### config.mk
export PLATFORM = sky130hd
export DESIGN_NAME = srio_nwr_gen
export DESIGN_NICKNAME = d
export VERILOG_FILES = /design/src/rtl/srio_nwr_gen.sv
export SDC_FILE = /design/constraint.sdc
export NUM_CORES = 1
export LEC_CHECK = 0
export BUFFER_PORTS_ARGS = -buffer_cell sky130_fd_sc_hd__buf_2
export CAP_MARGIN = 20
export CORE_AREA = 2 2 209 211
export CTS_CLUSTER_DIAMETER = 60
export DETAILED_ROUTE_END_ITERATION = 12
export DIE_AREA = 0 0 211 213
export GPL_TIMING_DRIVEN = 0
export HOLD_SLACK_MARGIN = 0.08
export PLACE_DENSITY = 0.6
export SLEW_MARGIN = 10
export SYNTH_ARGS = -nofsm -noshare
export SYNTH_HDL_FRONTEND = slang
export SYNTH_SLANG_ARGS = --single-unit
### constraint.sdc
create_clock -name clk_srio -period 4.2 [get_ports clk_srio]
set_clock_uncertainty 0.2 [all_clocks]
set_input_delay 0.21 -clock clk_srio [delete_from_list [all_inputs] [get_ports clk_srio]]
set_output_delay 0.21 -clock clk_srio [all_outputs]
set_load 0.005 [all_outputs]
### src/rtl/srio_nwr_gen.sv
// srio_nwr_gen: turns the clk_srio-side message stream into SRIO HELLO NWRITE packets.
// Ports: clk_srio/reset_srio_n; upstream data_in/valid_in/first_in/keep_in/last_in
//   with srio_length_in and nwr_req_in, ready_out; ireq_* AXI-S to the core; err_len_out.
module srio_nwr_gen #(
    parameter logic [33:0] BASE_ADDR  = 34'h0,
    parameter logic [15:0] SRC_ID     = 16'h0001,
    parameter logic [15:0] DEST_ID    = 16'h00FF,
    parameter int          MAX_BYTES  = 256,
    parameter int          SKID_DEPTH = 4
) (
    input  logic        clk_srio,
    input  logic        reset_srio_n,
    input  logic        nwr_req_in,
    input  logic [15:0] srio_length_in,
    input  logic [63:0] data_in,
    input  logic        valid_in,
    input  logic        first_in,
    input  logic [7:0]  keep_in,
    input  logic        last_in,
    output logic        ready_out,
    output logic        ireq_tvalid,
    input  logic        ireq_tready,
    output logic [63:0] ireq_tdata,
    output logic [7:0]  ireq_tkeep,
    output logic        ireq_tlast,
    output logic [31:0] ireq_tuser,
    output logic        err_len_out
);
    localparam int          PW   = (SKID_DEPTH > 1) ? $clog2(SKID_DEPTH) : 1;
    localparam int          CW   = $clog2(SKID_DEPTH + 1);
    localparam logic [8:0]  MAXB = 9'(MAX_BYTES);
    localparam logic [15:0] MAXL = 16'(MAX_BYTES);

    localparam logic [1:0] S_IDLE = 2'd0;
    localparam logic [1:0] S_HDR  = 2'd1;
    localparam logic [1:0] S_DATA = 2'd2;
    localparam logic [1:0] S_DROP = 2'd3;

    // Skid FIFO storage; length rides with every entry so the head is self-contained.
    logic [63:0] r_m_data  [SKID_DEPTH];
    logic [7:0]  r_m_keep  [SKID_DEPTH];
    logic [15:0] r_m_len   [SKID_DEPTH];
    logic        r_m_first [SKID_DEPTH];
    logic        r_m_last  [SKID_DEPTH];

    logic [PW-1:0] r_wp, r_rp;
    logic [CW-1:0] r_cnt;
    logic          r_rst_done;

    logic [1:0]  r_state;
    logic [15:0] r_rem;
    logic [33:0] r_addr;
    logic [7:0]  r_tid;
    logic [5:0]  r_beat;
    logic        r_err;

    logic          w_empty, w_full, w_pop, w_end_pkt, w_exh, w_tlast_d;
    logic [CW-1:0] w_free;
    logic [63:0]   w_h_data, w_hdr;
    logic [7:0]    w_h_keep;
    logic [15:0]   w_h_len;
    logic          w_h_first, w_h_last;
    logic [8:0]    w_pkt;
    logic [5:0]    w_nb_m1;

    assign w_empty   = (r_cnt == '0);
    assign w_full    = (r_cnt == CW'(SKID_DEPTH));
    assign w_free    = CW'(SKID_DEPTH) - r_cnt;
    // One slot for the beat already in flight, one for the beat this ready requests.
    assign ready_out = reset_srio_n && r_rst_done && (w_free >= CW'(2));

    assign w_h_data  = r_m_data[r_rp];
    assign w_h_keep  = r_m_keep[r_rp];
    assign w_h_len   = r_m_len[r_rp];
    assign w_h_first = r_m_first[r_rp];
    assign w_h_last  = r_m_last[r_rp];

    assign w_pkt     = (r_rem > MAXL) ? MAXB : r_rem[8:0];
    assign w_nb_m1   = 6'((w_pkt - 9'd1) >> 3);
    assign w_end_pkt = (r_beat == w_nb_m1);
    assign w_exh     = w_end_pkt && (r_rem == {7'd0, w_pkt});
    assign w_tlast_d = w_end_pkt || w_h_last;

    assign w_hdr = {r_tid, 4'h5, 4'h4, 1'b0, 2'b01, 1'b0,
                    8'(w_pkt - 9'd1), 2'b00, r_addr};

    assign ireq_tuser  = {SRC_ID, DEST_ID};
    assign err_len_out = r_err;

    always_comb begin
        ireq_tvalid = 1'b0;
        ireq_tdata  = 64'd0;
        ireq_tkeep  = 8'd0;
        ireq_tlast  = 1'b0;
        w_pop       = 1'b0;
        case (r_state)
            S_IDLE: w_pop = !w_empty && !(w_h_first && w_h_len != 16'd0);
            S_HDR: begin
                ireq_tvalid = 1'b1;
                ireq_tdata  = w_hdr;
                ireq_tkeep  = 8'hFF;
            end
            S_DATA: begin
                ireq_tvalid = !w_empty;
                ireq_tdata  = w_h_data;
                ireq_tkeep  = w_h_keep;
                ireq_tlast  = w_tlast_d;
                w_pop       = !w_empty && ireq_tready;
            end
            default: w_pop = !w_empty;
        endcase
    end

    always_ff @(posedge clk_srio) begin
        if (valid_in) begin
            r_m_data[r_wp]  <= data_in;
            r_m_keep[r_wp]  <= keep_in;
            r_m_len[r_wp]   <= srio_length_in;
            r_m_first[r_wp] <= first_in;
            r_m_last[r_wp]  <= last_in;
        end
    end

    always_ff @(posedge clk_srio) begin
        if (!reset_srio_n) begin
            r_wp       <= '0;
            r_rp       <= '0;
            r_cnt      <= '0;
            r_rst_done <= 1'b0;
        end else begin
            r_rst_done <= 1'b1;
            if (valid_in)
                r_wp <= (r_wp == PW'(SKID_DEPTH - 1)) ? '0 : r_wp + PW'(1);
            if (w_pop)
                r_rp <= (r_rp == PW'(SKID_DEPTH - 1)) ? '0 : r_rp + PW'(1);
            if (valid_in && !w_pop)
                r_cnt <= r_cnt + CW'(1);
            else if (!valid_in && w_pop)
                r_cnt <= r_cnt - CW'(1);
        end
    end

    always_ff @(posedge clk_srio) begin
        if (!reset_srio_n) begin
            r_state <= S_IDLE;
            r_rem   <= 16'd0;
            r_addr  <= 34'd0;
            r_tid   <= 8'd0;
            r_beat  <= 6'd0;
            r_err   <= 1'b0;
        end else begin
            r_err <= 1'b0;
            case (r_state)
                S_IDLE: begin
                    if (!w_empty) begin
                        if (w_h_first && w_h_len != 16'd0) begin
                            r_rem   <= w_h_len;
                            r_addr  <= BASE_ADDR;
                            r_state <= S_HDR;
                        end else begin
                            r_err <= 1'b1;
                            if (!w_h_last)
                                r_state <= S_DROP;
                        end
                    end
                end
                S_HDR: begin
                    if (ireq_tready) begin
                        r_state <= S_DATA;
                        r_beat  <= 6'd0;
                        r_tid   <= r_tid + 8'd1;
                    end
                end
                S_DATA: begin
                    if (!w_empty && ireq_tready) begin
                        r_beat <= r_beat + 6'd1;
                        if (w_tlast_d) begin
                            if (w_h_last) begin
                                // Short message: framing ended before length ran out.
                                r_state <= S_IDLE;
                                r_err   <= !w_exh;
                            end else if (w_exh) begin
                                // Long message: length ran out, discard the tail.
                                r_err   <= 1'b1;
                                r_state <= S_DROP;
                            end else begin
                                r_rem   <= r_rem - {7'd0, w_pkt};
                                r_addr  <= r_addr + 34'(MAX_BYTES);
                                r_state <= S_HDR;
                            end
                        end
                    end
                end
                default: begin
                    if (!w_empty && w_h_last)
                        r_state <= S_IDLE;
                end
            endcase
        end
    end

    a_no_overflow: assert property (@(posedge clk_srio) disable iff (!reset_srio_n)
        !(valid_in && w_full));

    logic w_unused;
    assign w_unused = nwr_req_in;
endmodule
Word level (Yosys, flattened, before mapping)

Memory sizes are Yosys's and may differ from the RTL's. A register that Yosys moved wholly into a read port is not among the register bits.
Cells that the tools add are included.

Bits in registers: 75
RAM bits: 360
Bits of input ports: 95
Output and inout bits: 108
Memories: 5

Memories:

| name      | depth | width | rd ports | clocked after Yosys merged registers in | write ports | RTL line | text |
|---|---|---|---|---|---|---|---|
| r_m_data  | 4     | 64    | 1        | 1                                       | 1           | 40       | `logic [63:0] r_m_data [SKID_DEPTH];` |
| r_m_len   | 4     | 16    | 1        | 1                                       | 1           | 42       | `logic [15:0] r_m_len [SKID_DEPTH];` |
| r_m_keep  | 4     | 8     | 1        | 1                                       | 1           | 41       | `logic [7:0] r_m_keep [SKID_DEPTH];` |
| r_m_first | 4     | 1     | 1        | 1                                       | 1           | 43       | `logic r_m_first [SKID_DEPTH];` |
| r_m_last  | 4     | 1     | 1        | 1                                       | 1           | 44       | `logic r_m_last [SKID_DEPTH];` |

Add/sub/neg operators: 10
Order comparisons: 2
Equal/unequal tests: 14
Muxes and demuxes: 57
Reduce and logical (&&, ||, !) cells: 26

Operators by type and width:

| operator                                            | number |
|---|---|
| 2-to-1 mux 34 bit                                   | 6 |
| one-hot mux 64 bit (2 select lines)                 | 1 |
| 2-to-1 mux 16 bit                                   | 6 |
| one-hot mux 34 bit (2 select lines)                 | 1 |
| 2-to-1 mux 2 bit                                    | 21 |
| adder 34 x 9 -> 34 bit, second input constant       | 1 |
| one-hot mux 16 bit (2 select lines)                 | 1 |
| equality test 16 x 9 -> 1 bit                       | 1 |
| > comparator 16 x 9 -> 1 bit, second input constant | 1 |
| one-hot mux 8 bit (2 select lines)                  | 1 |
| nonzero test 16 bit                                 | 1 |
| subtractor 16 x 9 -> 16 bit                         | 1 |
| inequality test 2 bit, second input constant        | 7 |
| 2-to-1 mux 6 bit                                    | 2 |
| one-hot mux 6 bit (2 select lines)                  | 1 |
| 2-to-1 mux 1 bit                                    | 10 |
| logical AND 1 bit                                   | 9 |
| 2-to-1 mux 9 bit                                    | 1 |
| subtractor 9 x 1 -> 9 bit, second input constant    | 1 |
| adder 8 x 1 -> 8 bit, second input constant         | 1 |
| AND reduction 7 bit                                 | 1 |
| adder 6 x 1 -> 6 bit, second input constant         | 1 |
| equality test 2 bit, second input constant          | 3 |
| equality test 6 bit                                 | 1 |
| other kinds (20)                                    | 29 |

Logic depth before layout (Yosys ltp)

Gate-level depths: netlist of the first run.

Depth in word-level cells: 10
Depth in mapped cells: 18
Mapped depth without buffers: 14

Worst setup path after synthesis of the first run

No wires, ideal clock.

Path type: register to register
Start point: register r_rem[2]
End point: register r_addr[30]
Data arrival time: 3.796 ns
Required time: 3.930 ns
Slack: 0.133 ns
Stages on the path, launching flop included: 18
Period minus slack after synthesis: 4.067 ns
Cell sequence: dfxtp_1 > buf_6 > or4_4 > o41ai_4 > and2_1 > clkbuf_1 > nand2_1 > ha_1 > buf_1 > a21boi_0 > a31o_1 > xnor2_1 > o2111a_2 > a21o_4 > nand3_2 > buf_6 > or4_1 > a21oi_1

Cells in the longest elaborated chain, start to end: 7
Elaborated cells on any way between the ends: 10

RTL lines:

| item                                                         | RTL line | text |
|---|---|---|
| start, declared                                              | 51       | `logic [15:0] r_rem;` |
| start signal, assigned                                       | 157      | `r_rem <= w_h_len;` |
| start signal, assigned                                       | 187      | `r_rem <= r_rem - {7'd0, w_pkt};` |
| > comparator 16 x 9 -> 1 bit                                 | 78       | `assign w_pkt = (r_rem > MAXL) ? MAXB : r_rem[8:0];` |
| 2-to-1 mux 9 bit                                             | 78       |  |
| subtractor 9 x 1 -> 9 bit                                    | -        |  |
| equality test 6 bit                                          | 80       | `assign w_end_pkt = (r_beat == w_nb_m1);` |
| logical AND 1 bit / logical OR 1 bit (equally long branches) | 81, 82   |  |
| inequality test 2 bit (no line)                              | -        |  |
| AND reduction 7 bit (no line) *                              | -        |  |
| end signal, assigned                                         | 188      | `r_addr <= r_addr + 34'(MAX_BYTES);` |
| end, declared                                                | 52       | `logic [33:0] r_addr;` |

Every way passes the cells marked *; elsewhere a longest branch is shown, timed or not.
A chain may end at the register's enable or synchronous reset.

Final worst setup path of the first run

Start point: register r_rem[3]
End point: register r_addr[32]

The elaborated chain is that of the path after synthesis.

==> results of run 1 <==
## cells in the mapped netlist, drive strengths merged, types with 5 or more instances
| cell | instances |
|---|---|
| edfxtp | 360 |
| mux4 | 89 |
| nor2 | 74 |
| nand2 | 72 |
| dfxtp | 69 |
| buf | 65 |
| a21oi | 55 |
| clkbuf | 41 |
| o21ai | 39 |
| a22o | 37 |
| and2 | 32 |
| nand3 | 29 |
| ha | 19 |
| or4 | 17 |
| inv | 16 |
| xor2 | 15 |
| and3 | 14 |
| nor3 | 14 |
| or3 | 12 |
| mux2i | 11 |
| a31oi | 9 |
| nand4 | 9 |
| nor4 | 9 |
| xnor2 | 9 |
| o211ai | 5 |
## flip-flops by register name (all words and copies together), names as in the netlist, named ones only
name and cells:
r_state 2, r_wp 2, r_addr 26, r_rp 2, r_beat 6, r_m_keep 32, err_len_out 1, r_cnt 3
r_m_data 256, r_rem 16, r_rst_done 1, r_m_last 4, r_m_first 4, r_m_len 64, r_tid 8
## worst paths after layout
check               start          to  slack [ns]  cells past startpoint
min reg2reg     r_rem[14]   r_rem[14]        0.27                      2
max              r_rem[3]  r_addr[32]        0.13                     15
min          reset_srio_n  r_rst_done        0.19                      2
max reg2reg      r_rem[3]  r_addr[32]        0.13                     15
## kinds of logic (layout without fill, tap and decap cells)
group,after synthesis,after routing
XOR/XNOR,24,24
AND/OR/NAND/NOR,294,294
other,2,33
buffers and inverters,124,474
flip-flops,429,429
multiplexers,101,101
adder cells (fa/ha/maj),20,20
AO/OA/AOI/OAI,184,184
## per-stage QoR
step                  util  setup WS [ns]
finish              0.5263         0.1341
global route        0.5263        0.01651
CTS                 0.5229       0.004032
detailed placement  0.4665        -0.6610
global placement    0.4637        -0.8989
floorplan                -         0.1332
## what timing repair did
action / 4_1_cts / 5_1_grt
buffers inserted: 2 / 6
setup endpoints to repair: 108 / 46
hold endpoints to repair: 381 / 0
gates cloned: 0 / 1
hold buffers: 93 / 0
pin swaps: 2 / 9
gates resized for setup: 29 / 27
## area by class of cell
class	count	area [um^2]
Multi-Input combinational cell	656	5574
Fill cell	3545	20230
Inverter	18	67.56
Timing Repair Buffer	275	1962
Clock inverter	22	143.9
Sequential cell	429	12190
Buffer	102	621.8
Tap cell	546	683.2
Clock buffer	57	1224
## power groups by stage
stage / logic (mW) / clock network [mW] / registers (mW)
3_3_place_gp: 3.09 / 0 / 5.09
2_1_floorplan: 2.26 / 0 / 5.05
5_1_grt: 3.81 / 3.98 / 5.03
4_1_cts: 3.33 / 3.81 / 4.98
6_report: 3.49 / 3.73 / 5.01
3_5_place_dp: 3.13 / 0 / 5.07
## per-layer routing
layer,part of all wire,GRT usage,vias to the layer above
met5,0,0,-
met4,0.027,0.06921,0
met3,0.072,0.04427,73
met2,0.47,0.3170,405
met1,0.43,0.2652,5627
li1,-,-,5238
==> run_results.csv, run 1 <==
group,metric,value,unit
timing,fin_crit,4.066,ns
timing,rsz0062_at_grt,"no",
timing,finalMaxSlewViolations,0,
timing,slew_headroom,0.4669,
timing,fin_crit_sh,0.9681,
synth,synth_top_area_frac,0.5956,
floorplanning,io_pins,203,
placed_design,dp_hpwl,29280,um
clocking,cts.sinks,429,
pwr,seq_power_share,0.410,
worst_setup_path,arrival,4.36,ns
drt,via_per_inst,5.389,
worst_setup_path,slowest_delay,0.55,ns
synth,synth-seq-cells,429,
synth,synth_xor_area_frac,0.01158,
synth,ys_warn_count,0,
drt,antenna_left,0,
synth,synth.distinct_cells,69,
pwr,p_leak,8.003,nW
synth,synth_ff_type,"edfxtp_1",
cells_and_area,finalInstanceArea,0.02247,mm^2
pwr,total_power,12.23,mW
clocking,htreeDepth,2,
synth,synth_area,0.01815,mm^2
drt,drtIter0Drc,720,
global_routing,grtUsageTotal,0.1971,
cells_and_area,antenna_cells,0,
worst_setup_path,slowest_stage,"or4_4",
synth,synth_area_leaders,"edfxtp_1 (60%), mux4_2 (11%), dfxtp_1 (7.6%)",
floorplanning,initial_core_util,0.4251,
floorplanning,die-area,0.04494,mm^2
pwr,vdd_ir_drop_max,459.4,uV
pwr,comb_power_share,0.285,
cells_and_area,final_common_cell,"edfxtp_1",
timing,clock.fmax,245.9,MHz
worst_setup_path,crit_fanout,8,
pwr,p_switching,3.746,mW
worst_setup_path,critical_path_class,"reg -> reg",
clocking,clockRootBuffer,"clkbuf_16",
worst_setup_path,cp-start-kind,"flip-flop",
cells_and_area,layout_common_cells,"edfxtp_1 (360), buf_2 (177), dlygate4sd3_1 (93), mux4_2 (89), nor2_1 (73)",
worst_setup_path,crit_top_cell,"buf_6",
synth,synthSimpleGateAreaFrac,0.08148,
pwr,power_switching_share,0.3064,
pwr,pwr-share-clk,0.305,
placed_design,placed_cells,1928,
clocking,clk_latency,0.57,ns
placed_design,post_dp_cell_area,0.01992,mm^2
timing,holdWs,0.1878,ns
synth,synth_compound_area_frac,0.06914,
floorplanning,coreArea,0.04270,mm^2
floorplanning,rows,76,
pwr,p_int,8.481,mW
drt,via_count,11343,
synth,ys_async_sr_fraction,0,
worst_setup_path,crit_buf_inv,2,
global_routing,grt_pass1_wl,66820,um
synth,synth_fa_ha_area_frac,0.01420,
floorplanning,die_h,213,um
cells_and_area,area_growth,23.79,%
worst_setup_path,path_cells,"buf_6, or4_4, o41ai_4, and2_4, nand2_2, ha_4, o31a_1, a31o_1, xnor2_2, o2111a_2, buf_6, a21o_4, nor3_2, or4b_1, a21oi_1",
synth,syn_area_per_cell,15.41,um^2
cells_and_area,finalNonFillerCells,2105,
global_routing,antenna_found_initial,0,
synth,synthCells,1178,
synth,synth_mux_area_frac,0.1171,
cells_and_area,layout.nets,1642,
global_routing,grt_max_degree,51,
timing,setup_viol,0,
worst_setup_path,cp_data_required_time,4.49,ns
synth,yosysSeqAreaShare,0.6717,
clocking,clockBufferDepth,3,
placed_design,place.gp.congestion,0.8698,
timing,fin_tns_setup,0,ns
synth,synth_top_family_by_area,"multiplexers",
min_path,hp-class,"in -> reg",
worst_setup_path,cp-end-kind,"flip-flop",
timing,tightest_slew,0.7997,ns
placed_design,portBuffers,169,
cells_and_area,drive_above_1_share,0.2733,
pwr,powerDensity,544.2,mW/mm^2
drt,route.detailed.drc,0,
global_routing,grt_overflow,0,
clocking,cts_made_buffers,45,
drt,dr.pass1.iters,5,
drt,wl_per_cell,20.87,um
synth,synth_edf_count,360,
floorplanning,die_x,211,um
clocking,clk_pin_slew,0.06,ns
timing,final_hold_viol_count,0,
worst_setup_path,crit_family,"simple AND/OR/NAND/NOR gates",
global_routing,grt_pass1_vias,11391,
clocking,cts_tree,"done",
synth,yosys.area.top_type,"edfxtp_1",
job,drv_cap,0,
status,status,"complete, no violations",
drt,wl,43930,um
No activity file was read; power rests on OpenSTA's default activity.
==> run 2, diff against run 1 <==
Settings changed: CORE_AREA 2 2 209 211 to 2 2 189 191, CTS_BUF_LIST set to sky130_fd_sc_hd__clkbuf_16, DIE_AREA 0 0 211 213 to 0 0 191 193, PLACE_DENSITY 0.6 to 0.72.
==> run_results.csv, run 2 (synthesized netlist as in run 1, its figures left out) <==
group,metric,value,unit
floorplanning,die-area,0.03686,mm^2
floorplanning,die_x,191,um
clocking,clockBufferDepth,3,
cells_and_area,final_common_cell,"edfxtp_1",
clocking,cts_made_buffers,45,
worst_setup_path,cp-end-kind,"flip-flop",
worst_setup_path,cp-start-kind,"flip-flop",
cells_and_area,multi_input_area,0.005570,mm^2
cells_and_area,regArea,0.01219,mm^2
drt,drtIter0Drc,894,
global_routing,grt_max_degree,52,
pwr,powerDensity,551.4,mW/mm^2
cells_and_area,fillCellCount,2566,
global_routing,grtUsageTotal,0.2333,
cells_and_area,layout_common_cells,"edfxtp_1 (360), buf_2 (176), dlygate4sd3_1 (93), mux4_2 (89), nor2_1 (73)",
job,drv_cap,0,
pwr,total_power,12.37,mW
placed_design,dp_hpwl,27570,um
cells_and_area,top_regs,"r_m_data: 256 flops, r_m_len: 64 flops, r_m_keep: 32 flops",
pwr,seq_power_share,0.405,
drt,route.detailed.drc,0,
timing,final_hold_viol_count,0,
cells_and_area,antenna_cells,0,
placed_design,portBuffers,169,
floorplanning,initial_core_util,0.5191,
pwr,vdd_ir_drop_max,338.5,uV
timing,fin_crit,4.152,ns
global_routing,grt_pass1_vias,11480,
pwr,pwr-share-clk,0.303,
drt,wl_per_cell,21.12,um
floorplanning,io_pins,203,
floorplanning,rows,69,
pwr,power_switching_share,0.3065,
clocking,clk_latency,0.55,ns
timing,setup_viol,0,
pwr,p_switching,3.793,mW
timing,holdWs,0.2107,ns
clocking,clk_pin_slew,0.06,ns
clocking,clockRootBuffer,"clkbuf_16",
worst_setup_path,cp_data_required_time,4.47,ns
floorplanning,die_h,193,um
worst_setup_path,arrival,4.43,ns
clocking,cts.sinks,429,
timing,finalMaxSlewViolations,0,
global_routing,grt_pass1_wl,65090,um
timing,tightest_slew,0.8357,ns
cells_and_area,largest_reg_flops,256,
global_routing,antenna_found_initial,0,
drt,via_per_inst,5.700,
pwr,comb_power_share,0.292,
clocking,htreeDepth,2,
pwr,p_int,8.580,mW
clocking,cts_tree,"done",
pwr,p_leak,8.117,nW
cells_and_area,area_growth,23.63,%
drt,antenna_left,0,
drt,wl,42870,um
drt,dr.pass1.iters,5,
worst_setup_path,crit_fanout,8,
timing,fin_crit_sh,0.9885,
drt,via_count,11572,
timing,rsz0062_at_grt,"yes",
cells_and_area,regMostFlops,"r_m_data",
status,status,"complete, no violations",
timing,slew_headroom,0.4428,
global_routing,grt_overflow,0,
cells_and_area,drive_above_1_share,0.2804,
placed_design,place.gp.congestion,0.8963,
floorplanning,coreArea,0.03496,mm^2
min_path,hp-class,"in -> reg",
cells_and_area,layout.nets,1651,
timing,clock.fmax,240.9,MHz
worst_setup_path,critical_path_class,"reg -> reg",
==> run 2: timing repair <==
item,in CTS,in global routing
hold buffers,93,0
resized for setup,18,45
endpoints found under the hold margin,379,0
endpoints found under the setup margin,50,89
cloned,0,1
buffers inserted,7,11
pin swaps,4,12
==> run 2: layout make-up <==
type,instances,area share
inverter,18,0.003011
clock inverter,33,0.009925
tap,461,0.02570
timing repair buffer,285,0.09077
sequential,429,0.5433
multi-input combinational,656,0.2482
buffer,101,0.02660
clock buffer,47,0.05241
==> run 2: power groups by stage <==
stage	registers, mW	logic (mW)	clock network, mW
6_report	5.01	3.61	3.75
5_1_grt	5.03	3.89	3.97
4_1_cts	4.98	3.38	3.81
3_5_place_dp	5.07	3.10	0
3_3_place_gp	5.08	3.03	0
2_1_floorplan	5.05	2.26	0
==> run 2: path summary, 6_finish.rpt <==
check	start	endpoint	slack (ns)	cells after the start
worst min register to register	r_rem[14]	r_rem[14]	0.26	2
worst max register to register	r_rem[3]	r_addr[30]	0.05	16
worst min-delay path	reset_srio_n	r_rst_done	0.21	2
worst max-delay path	r_rem[3]	r_addr[30]	0.05	16
==> run 2: per-layer routing <==
metal | global-route usage | wire length (um) | vias up
met5 | 0 | 0 | -
met4 | 0.08974 | 1494 | 0
met3 | 0.06226 | 3743 | 93
met2 | 0.3623 | 19870 | 513
met1 | 0.3181 | 17760 | 5722
li1 | - | - | 5244
==> run 2: critical path, cell delays in order (launching register included) <==
cell and delay [ns]:
dfxtp_1 0.31, buf_6 0.12, or4_4 0.56, o41ai_4 0.37
and2_4 0.25, nand2_4 0.07, ha_4 0.20, o31a_1 0.11
a31o_1 0.24, xnor2_2 0.19, o2111a_2 0.31, buf_6 0.12
a21o_4 0.14, nand3_4 0.10, buf_6 0.18, or4_1 0.47
a21oi_1 0.12
==> run 2: stage by stage <==
stage | cells | setup slack (ns) | setup TNS, ns | util | instance area, um^2
final | 2030 | 0.04834 | 0 | 0.6418 | 22440
after global routing | 2030 | -0.03391 | -0.1531 | 0.6418 | 22440
after CTS | 2021 | -0.005373 | -0.005373 | 0.6364 | 22250
after detailed placement | 1843 | -0.6426 | -20.03 | 0.5666 | 19810
after global placement | 1839 | -0.7358 | -271.23 | 0.5631 | 19690
after floorplan | 1209 | 0.1332 | 0 | - | 18270
